**src/rtl/uart_trx.sv**
```systemverilog
// uart_trx: full-duplex UART transceiver with TX handshake and held RX word.
// Optional loopback port is enabled by defining UART_TRX_LOOPBACK_EN.
module uart_trx #(
  parameter int DATA_W       = 8,
  parameter int CLKS_PER_BIT = 16,
  parameter int PARITY       = 0,
  parameter int STOP_BITS    = 1
) (
`ifdef UART_TRX_LOOPBACK_EN
  input  logic              loopback,
`endif
  input  logic              clk,
  input  logic              clr,
  input  logic [DATA_W-1:0] tx_data,
  input  logic              tx_valid,
  output logic              tx_ready,
  output logic              txd,
  input  logic              rxd,
  output logic [DATA_W-1:0] rx_data,
  output logic              rx_valid,
  input  logic              rx_ack,
  output logic              pe,
  output logic              fe,
  output logic              oe,
  output logic              rx_busy
);

  localparam int BW = $clog2(CLKS_PER_BIT);
  localparam int CW = $clog2(DATA_W + 1);
  localparam logic [BW-1:0] BAUD_END = BW'(CLKS_PER_BIT - 1);
  localparam logic [BW-1:0] HALF_END = BW'(CLKS_PER_BIT / 2 - 1);
  localparam logic [CW-1:0] LAST_BIT = CW'(DATA_W - 1);
  localparam logic [CW-1:0] LAST_STP = CW'(STOP_BITS - 1);
  localparam bit HAS_PAR = (PARITY != 0);
  localparam bit ODD     = (PARITY == 1);

  typedef enum logic [2:0] {
    TX_IDLE, TX_START, TX_DATA, TX_PAR, TX_STOP
  } tx_state_e;

  typedef enum logic [2:0] {
    RX_IDLE, RX_START, RX_DATA, RX_PAR, RX_STOP, RX_BRK
  } rx_state_e;

  tx_state_e tx_state_q, tx_state_d;
  logic [BW-1:0] tx_cnt_q, tx_cnt_d;
  logic [CW-1:0] tx_bit_q, tx_bit_d;
  logic [DATA_W-1:0] tx_sh_q, tx_sh_d;
  logic tx_par_q, tx_par_d;
  logic txd_q, txd_d;

  rx_state_e rx_state_q, rx_state_d;
  logic [BW-1:0] rx_cnt_q, rx_cnt_d;
  logic [CW-1:0] rx_bit_q, rx_bit_d;
  logic [DATA_W-1:0] rx_sh_q, rx_sh_d;
  logic rx_perr_q, rx_perr_d;
  logic [1:0] sync_q, sync_d;
  logic [DATA_W-1:0] rx_data_q, rx_data_d;
  logic rx_valid_q, rx_valid_d;
  logic pe_q, pe_d;
  logic fe_q, fe_d;
  logic oe_q, oe_d;

  logic rx_src;
  logic rx_in;
  logic tx_end;
  logic rx_end;
  logic commit;

`ifdef UART_TRX_LOOPBACK_EN
  assign txd    = loopback ? 1'b1 : txd_q;
  assign rx_src = loopback ? txd_q : rxd;
`else
  assign txd    = txd_q;
  assign rx_src = rxd;
`endif

  assign rx_in    = sync_q[1];
  assign tx_ready = (tx_state_q == TX_IDLE);
  assign rx_busy  = (rx_state_q != RX_IDLE);
  assign rx_data  = rx_data_q;
  assign rx_valid = rx_valid_q;
  assign pe       = pe_q;
  assign fe       = fe_q;
  assign oe       = oe_q;

  // TX framing: load on accept, then walk start/data/parity/stop bits
  always_comb begin
    tx_state_d = tx_state_q;
    tx_cnt_d   = tx_cnt_q;
    tx_bit_d   = tx_bit_q;
    tx_sh_d    = tx_sh_q;
    tx_par_d   = tx_par_q;
    txd_d      = txd_q;
    tx_end     = (tx_cnt_q == BAUD_END);
    if (tx_state_q != TX_IDLE)
      tx_cnt_d = tx_end ? '0 : tx_cnt_q + 1'b1;
    unique case (tx_state_q)
      TX_IDLE: if (tx_valid) begin
        tx_sh_d    = tx_data;
        tx_par_d   = ^tx_data ^ ODD;
        txd_d      = 1'b0;
        tx_cnt_d   = '0;
        tx_state_d = TX_START;
      end
      TX_START: if (tx_end) begin
        txd_d      = tx_sh_q[0];
        tx_bit_d   = '0;
        tx_state_d = TX_DATA;
      end
      TX_DATA: if (tx_end) begin
        if (tx_bit_q == LAST_BIT) begin
          tx_bit_d   = '0;
          tx_state_d = HAS_PAR ? TX_PAR : TX_STOP;
          txd_d      = HAS_PAR ? tx_par_q : 1'b1;
        end else begin
          tx_bit_d = tx_bit_q + 1'b1;
          tx_sh_d  = tx_sh_q >> 1;
          txd_d    = tx_sh_q[1];
        end
      end
      TX_PAR: if (tx_end) begin
        txd_d      = 1'b1;
        tx_bit_d   = '0;
        tx_state_d = TX_STOP;
      end
      TX_STOP: if (tx_end) begin
        if (tx_bit_q == LAST_STP) tx_state_d = TX_IDLE;
        else tx_bit_d = tx_bit_q + 1'b1;
      end
      default: tx_state_d = TX_IDLE;
    endcase
  end

  // RX framing, commit into the held word register, ack and overrun
  always_comb begin
    rx_state_d = rx_state_q;
    rx_cnt_d   = rx_cnt_q;
    rx_bit_d   = rx_bit_q;
    rx_sh_d    = rx_sh_q;
    rx_perr_d  = rx_perr_q;
    sync_d     = {sync_q[0], rx_src};
    rx_data_d  = rx_data_q;
    rx_valid_d = rx_valid_q;
    pe_d       = pe_q;
    fe_d       = fe_q;
    oe_d       = oe_q;
    commit     = 1'b0;
    rx_end     = (rx_cnt_q == BAUD_END);
    if (rx_state_q != RX_IDLE && rx_state_q != RX_BRK)
      rx_cnt_d = rx_end ? '0 : rx_cnt_q + 1'b1;
    unique case (rx_state_q)
      RX_IDLE: if (!rx_in) begin
        rx_cnt_d   = '0;
        rx_state_d = RX_START;
      end
      RX_START: if (rx_cnt_q == HALF_END) begin
        rx_cnt_d   = '0;
        rx_bit_d   = '0;
        rx_state_d = rx_in ? RX_IDLE : RX_DATA;
      end
      RX_DATA: if (rx_end) begin
        rx_sh_d = {rx_in, rx_sh_q[DATA_W-1:1]};
        if (rx_bit_q == LAST_BIT) begin
          rx_bit_d   = '0;
          rx_perr_d  = 1'b0;
          rx_state_d = HAS_PAR ? RX_PAR : RX_STOP;
        end else begin
          rx_bit_d = rx_bit_q + 1'b1;
        end
      end
      RX_PAR: if (rx_end) begin
        rx_perr_d  = ((^rx_sh_q) ^ ODD) != rx_in;
        rx_state_d = RX_STOP;
      end
      RX_STOP: if (rx_end) begin
        commit     = 1'b1;
        rx_state_d = rx_in ? RX_IDLE : RX_BRK;
      end
      RX_BRK: if (rx_in) rx_state_d = RX_IDLE;
      default: rx_state_d = RX_IDLE;
    endcase
    if (commit) begin
      if (!rx_valid_q || rx_ack) begin
        rx_data_d  = rx_sh_q;
        pe_d       = rx_perr_q;
        fe_d       = !rx_in;
        rx_valid_d = 1'b1;
      end else begin
        oe_d = 1'b1;
      end
    end else if (rx_ack && rx_valid_q) begin
      rx_valid_d = 1'b0;
      oe_d       = 1'b0;
    end
  end

  // State registers with synchronous clear
  always_ff @(posedge clk) begin
    if (clr) begin
      tx_state_q <= TX_IDLE;
      tx_cnt_q   <= '0;
      tx_bit_q   <= '0;
      tx_sh_q    <= '0;
      tx_par_q   <= 1'b0;
      txd_q      <= 1'b1;
      rx_state_q <= RX_IDLE;
      rx_cnt_q   <= '0;
      rx_bit_q   <= '0;
      rx_sh_q    <= '0;
      rx_perr_q  <= 1'b0;
      sync_q     <= 2'b11;
      rx_data_q  <= '0;
      rx_valid_q <= 1'b0;
      pe_q       <= 1'b0;
      fe_q       <= 1'b0;
      oe_q       <= 1'b0;
    end else begin
      tx_state_q <= tx_state_d;
      tx_cnt_q   <= tx_cnt_d;
      tx_bit_q   <= tx_bit_d;
      tx_sh_q    <= tx_sh_d;
      tx_par_q   <= tx_par_d;
      txd_q      <= txd_d;
      rx_state_q <= rx_state_d;
      rx_cnt_q   <= rx_cnt_d;
      rx_bit_q   <= rx_bit_d;
      rx_sh_q    <= rx_sh_d;
      rx_perr_q  <= rx_perr_d;
      sync_q     <= sync_d;
      rx_data_q  <= rx_data_d;
      rx_valid_q <= rx_valid_d;
      pe_q       <= pe_d;
      fe_q       <= fe_d;
      oe_q       <= oe_d;
    end
  end

endmodule

```
**config.mk**
```make
export PLATFORM = sky130hd
export DESIGN_NAME = uart_trx
export DESIGN_NICKNAME = d
export VERILOG_FILES = /design/src/rtl/uart_trx.sv
export SDC_FILE = /design/constraint.sdc
export NUM_CORES = 1
export LEC_CHECK = 0
export ABC_CLOCK_PERIOD_IN_PS = 2280
export BUFFER_PORTS_ARGS = -buffer_cell sky130_fd_sc_hd__buf_2
export CORE_AREA = 5 5 56 96
export CTS_CLUSTER_DIAMETER = 60
export DETAILED_ROUTE_END_ITERATION = 10
export DIE_AREA = 0 0 61 101
export PLACE_DENSITY = 0.86
export SLEW_MARGIN = 30
export SYNTH_ARGS = -nofsm -noshare
export SYNTH_HDL_FRONTEND = slang
export SYNTH_SLANG_ARGS = --single-unit
export TNS_END_PERCENT = 10
```
**constraint.sdc**
```tcl
create_clock -name clk -period 2.28 [get_ports clk]
set_clock_uncertainty 0.2 [all_clocks]
set_input_delay 0.114 -clock clk [delete_from_list [all_inputs] [get_ports clk]]
set_output_delay 0.114 -clock clk [all_outputs]
set_load 0.005 [all_outputs]
```
==> results.json <==
{
  "status": "finished clean",
  "synth-seq-cells": 54,
  "vias": 2195,
  "r2r-start": "rx_cnt_q[0]",
  "syn_area_per_cell_um2": 8.62,
  "yosysWarnings": 0,
  "grt_usage": 0.188,
  "ios": 28,
  "ys.flop_type": "dfxtp_1",
  "cts.clk_slew.worst_paths_ns": 0.10,
  "fin_util": 0.657,
  "async_reset_ff_frac": 0,
  "p_leak_nw": 1.25,
  "setup_ws_ns": 0.134,
  "cp_num_cells": 6,
  "routed_wl_mm": 5.18,
  "hold_slack_ns": 0.220,
  "drive_gt1_frac": 0.156,
  "finalNetCount": 351,
  "tns_ns": 0,
  "worstPathMaxFanout": 5,
  "grt_max_degree": 26,
  "cpPeakStageDelay_ns": 0.52,
  "cts_buffers": 5,
  "grt_pass1_vias": 2176,
  "drv_cap": 0,
  "fin_crit_sh": 0.941,
  "cp-end-kind": "register",
  "hpwl_mm": 3.65,
  "powerDensity_nw_per_um2": 597,
  "reg2reg_to": "rx_state_q[0]",
  "syn2layout_area_growth_pct": 17.8,
  "critPathBufInv": 0,
  "dp.cells": 366,
  "r2r_cells": 6,
  "first_pass_iters": 4,
  "power_switching_mw": 0.396,
  "synth_seq_area_share": 0.427,
  "fin_cells": 386,
  "antenna_found_initial": 0,
  "p_int_mw": 1.38,
  "finalSetupViolCount": 0,
  "worstPathRequired_ns": 2.33,
  "cts_tree": "built",
  "r2r_slack_ns": 0.13,
  "clock_sinks": 54,
  "hold_violations": 0,
  "preCtsSetupSlack_ns": 0.0519,
  "design.core.area_um2": 4540,
  "htree_levels": 2,
  "cp_cell_sequence": "ha_1, nand3_1, a22oi_1, o211ai_1, or4_1, a21oi_1",
  "worstSkewPairLatency_ns": 0.31,
  "p_seq_frac": 0.550,
  "relSlewSlack": 0.630,
  "synth-edff-count": 0,
  "dieArea_um2": 6160,
  "remaining_drc_errors": 0,
  "diodes": 0,
  "io_buffer_count": 27,
  "syn_inst": 294,
  "finalMaxSlewViolations": 0,
  "postCtsSetupBuffers": 0,
  "die_w_um": 61,
  "crit_start": "rx_cnt_q[0]",
  "fmax_mhz": 466,
  "worst_pin_slew_ns": 0.550,
  "grt_overflow": 0,
  "cts-root-buf": "clkbuf_8",
  "rows": 33,
  "synth_cell_type_count": 41,
  "gp_congestion": 0.824,
  "die_h_um": 101,
  "worstPathArrival_ns": 2.19,
  "clkPwrFrac": 0.381,
  "multi_input_area_um2": 1370,
  "routed_via_density": 5.69,
  "antenna_left": 0,
  "power_frac_comb": 0.069,
  "holdCritPathClass": "register to register",
  "final-seq-area_um2": 1080,
  "grt_pass1_wl_mm": 9.09,
  "finalCriticalPeriod_ns": 2.15,
  "path_class": "register to register",
  "synthesis.nets": 312,
  "slowest_stage": "or4_1",
  "drt_iter0_markers": 56,
  "drt-wirelength-per-cell_um": 13.4,
  "ir_drop_v": 0.000509,
  "switching_share": 0.222,
  "path_delay_family": "simple AND/OR/NAND/NOR gates",
  "cp-endpoint": "rx_state_q[0]",
  "start_util": 0.558,
  "rsz0062_at_grt": "false",
  "synthesis.area_um2": 2530,
  "clock_path_buffers": 2,
  "startpoint_type": "register",
  "fillerInstances": 399
}
## metal layers
| metal | up-vias | global-route usage | wire length (µm) |
|---|---|---|---|
| met1 | 1033 | 0.193 | 2070 |
| li1 | 1112 | - | - |
| met4 | 0 | 0.0902 | 131 |
| met3 | 12 | 0.0333 | 146 |
| met5 | - | 0 | 0 |
| met2 | 38 | 0.348 | 2840 |
## worst register-to-register path: cells and delay by family (launching register included)
| kind | cells | cell delay [ns] |
|---|---|---|
| flip-flops | 1 | 0.39 |
| AO/OA/AOI/OAI | 3 | 0.54 |
| adder cells (fa/ha/maj) | 1 | 0.25 |
| AND/OR/NAND/NOR | 2 | 0.69 |
## cells in the mapped netlist (6+ instances only)
| library cell | count | share of area |
|---|---|---|
| dfxtp_1 | 54 | 0.43 |
| clkbuf_1 | 11 | 0.016 |
| a211oi_1 | 8 | 0.024 |
| xnor2_1 | 6 | 0.021 |
| nor2_1 | 38 | 0.056 |
| mux2i_1 | 22 | 0.087 |
| a21oi_1 | 26 | 0.051 |
| nand3_1 | 15 | 0.030 |
| o21ai_0 | 12 | 0.024 |
| nand2_1 | 22 | 0.033 |
## cells in the final DEF (no fill, tap or decap), drive strengths merged, types with 2 or more instances in the layout
| master | n |
|---|---|
| buf | 37 |
| o21ai | 13 |
| and3b | 2 |
| nand3 | 15 |
| inv | 6 |
| a211oi | 9 |
| o211ai | 2 |
| nor2 | 38 |
| or2 | 2 |
| xor2 | 4 |
| or3b | 3 |
| nand2 | 22 |
| nor2b | 5 |
| xnor2 | 6 |
| dlygate4sd3 | 12 |
| mux2i | 22 |
| a21oi | 26 |
| o31ai | 2 |
| nor3 | 5 |
| nand2b | 4 |
| or3 | 5 |
| clkbuf | 6 |
| ha | 5 |
| nand3b | 5 |
| or4 | 4 |
| nor3b | 5 |
| and3 | 4 |
| dfxtp | 54 |
## state kept, by name, summed over array words and instances, names as in the netlist
register,flops
rx_data,8
rx_sh_q,8
tx_sh_q,8
rx_bit_q,4
rx_cnt_q,4
tx_bit_q,4
tx_cnt_q,4
rx_state_q,3
tx_state_q,3
sync_q,2
fe,1
oe,1
pe,1
rx_perr_q,1
rx_valid,1
txd,1
## through the flow
step	power [mW]	instance area [µm²]
after floorplan	1.07	2530
after global placement	1.10	2740
after detailed placement	1.10	2740
after CTS	1.79	2980
after global routing	1.85	2980
final	1.78	2980
## power groups by stage
stage / Sequential (mW) / Clock (mW) / Combinational [mW]
after CTS: 0.978 / 0.695 / 0.121
after global placement: 0.999 / 0 / 0.102
after global routing: 0.982 / 0.733 / 0.139
after floorplan: 0.995 / 0 / 0.0757
final: 0.979 / 0.678 / 0.123
after detailed placement: 1.00 / 0 / 0.105
## kinds of logic (layout without fill, tap and decap cells)
| logic type | count (synthesis) | after routing | synth area share |
|---|---|---|---|
| compound gates | 57 | 57 | 0.134 |
| flops | 54 | 54 | 0.427 |
| buf+inv | 22 | 62 | 0.0351 |
| xor+xnor | 11 | 11 | 0.0435 |
| mux | 23 | 23 | 0.0914 |
| simple gates | 122 | 122 | 0.245 |
| fa+ha+maj | 5 | 5 | 0.0247 |
## worst min-delay path by stage
stage,start,to,cells past startpoint
finish,sync_q[0],sync_q[1],1
global route,sync_q[0],sync_q[1],1
CTS,sync_q[0],sync_q[1],1
detailed placement,rxd,sync_q[0],2
global placement,rxd,sync_q[0],2
floorplan,rxd,sync_q[0],1
## what timing repair did
action                                  CTS  global route
cloned                                    0             0
hold endpoints to repair                 17             0
endpoints found under the setup margin    1             1
hold buffers                             12             0
resized for setup                         1             1
## cell type report
class | count | share of cell area
Clock buffer | 6 | 0.0277
Sequential cell | 54 | 0.362
Multi-Input combinational cell | 218 | 0.458
Tap cell | 52 | 0.0218
Inverter | 5 | 0.00629
Timing Repair Buffer | 49 | 0.111
Clock inverter | 2 | 0.0130
No activity file was read; power rests on OpenSTA's default activity.
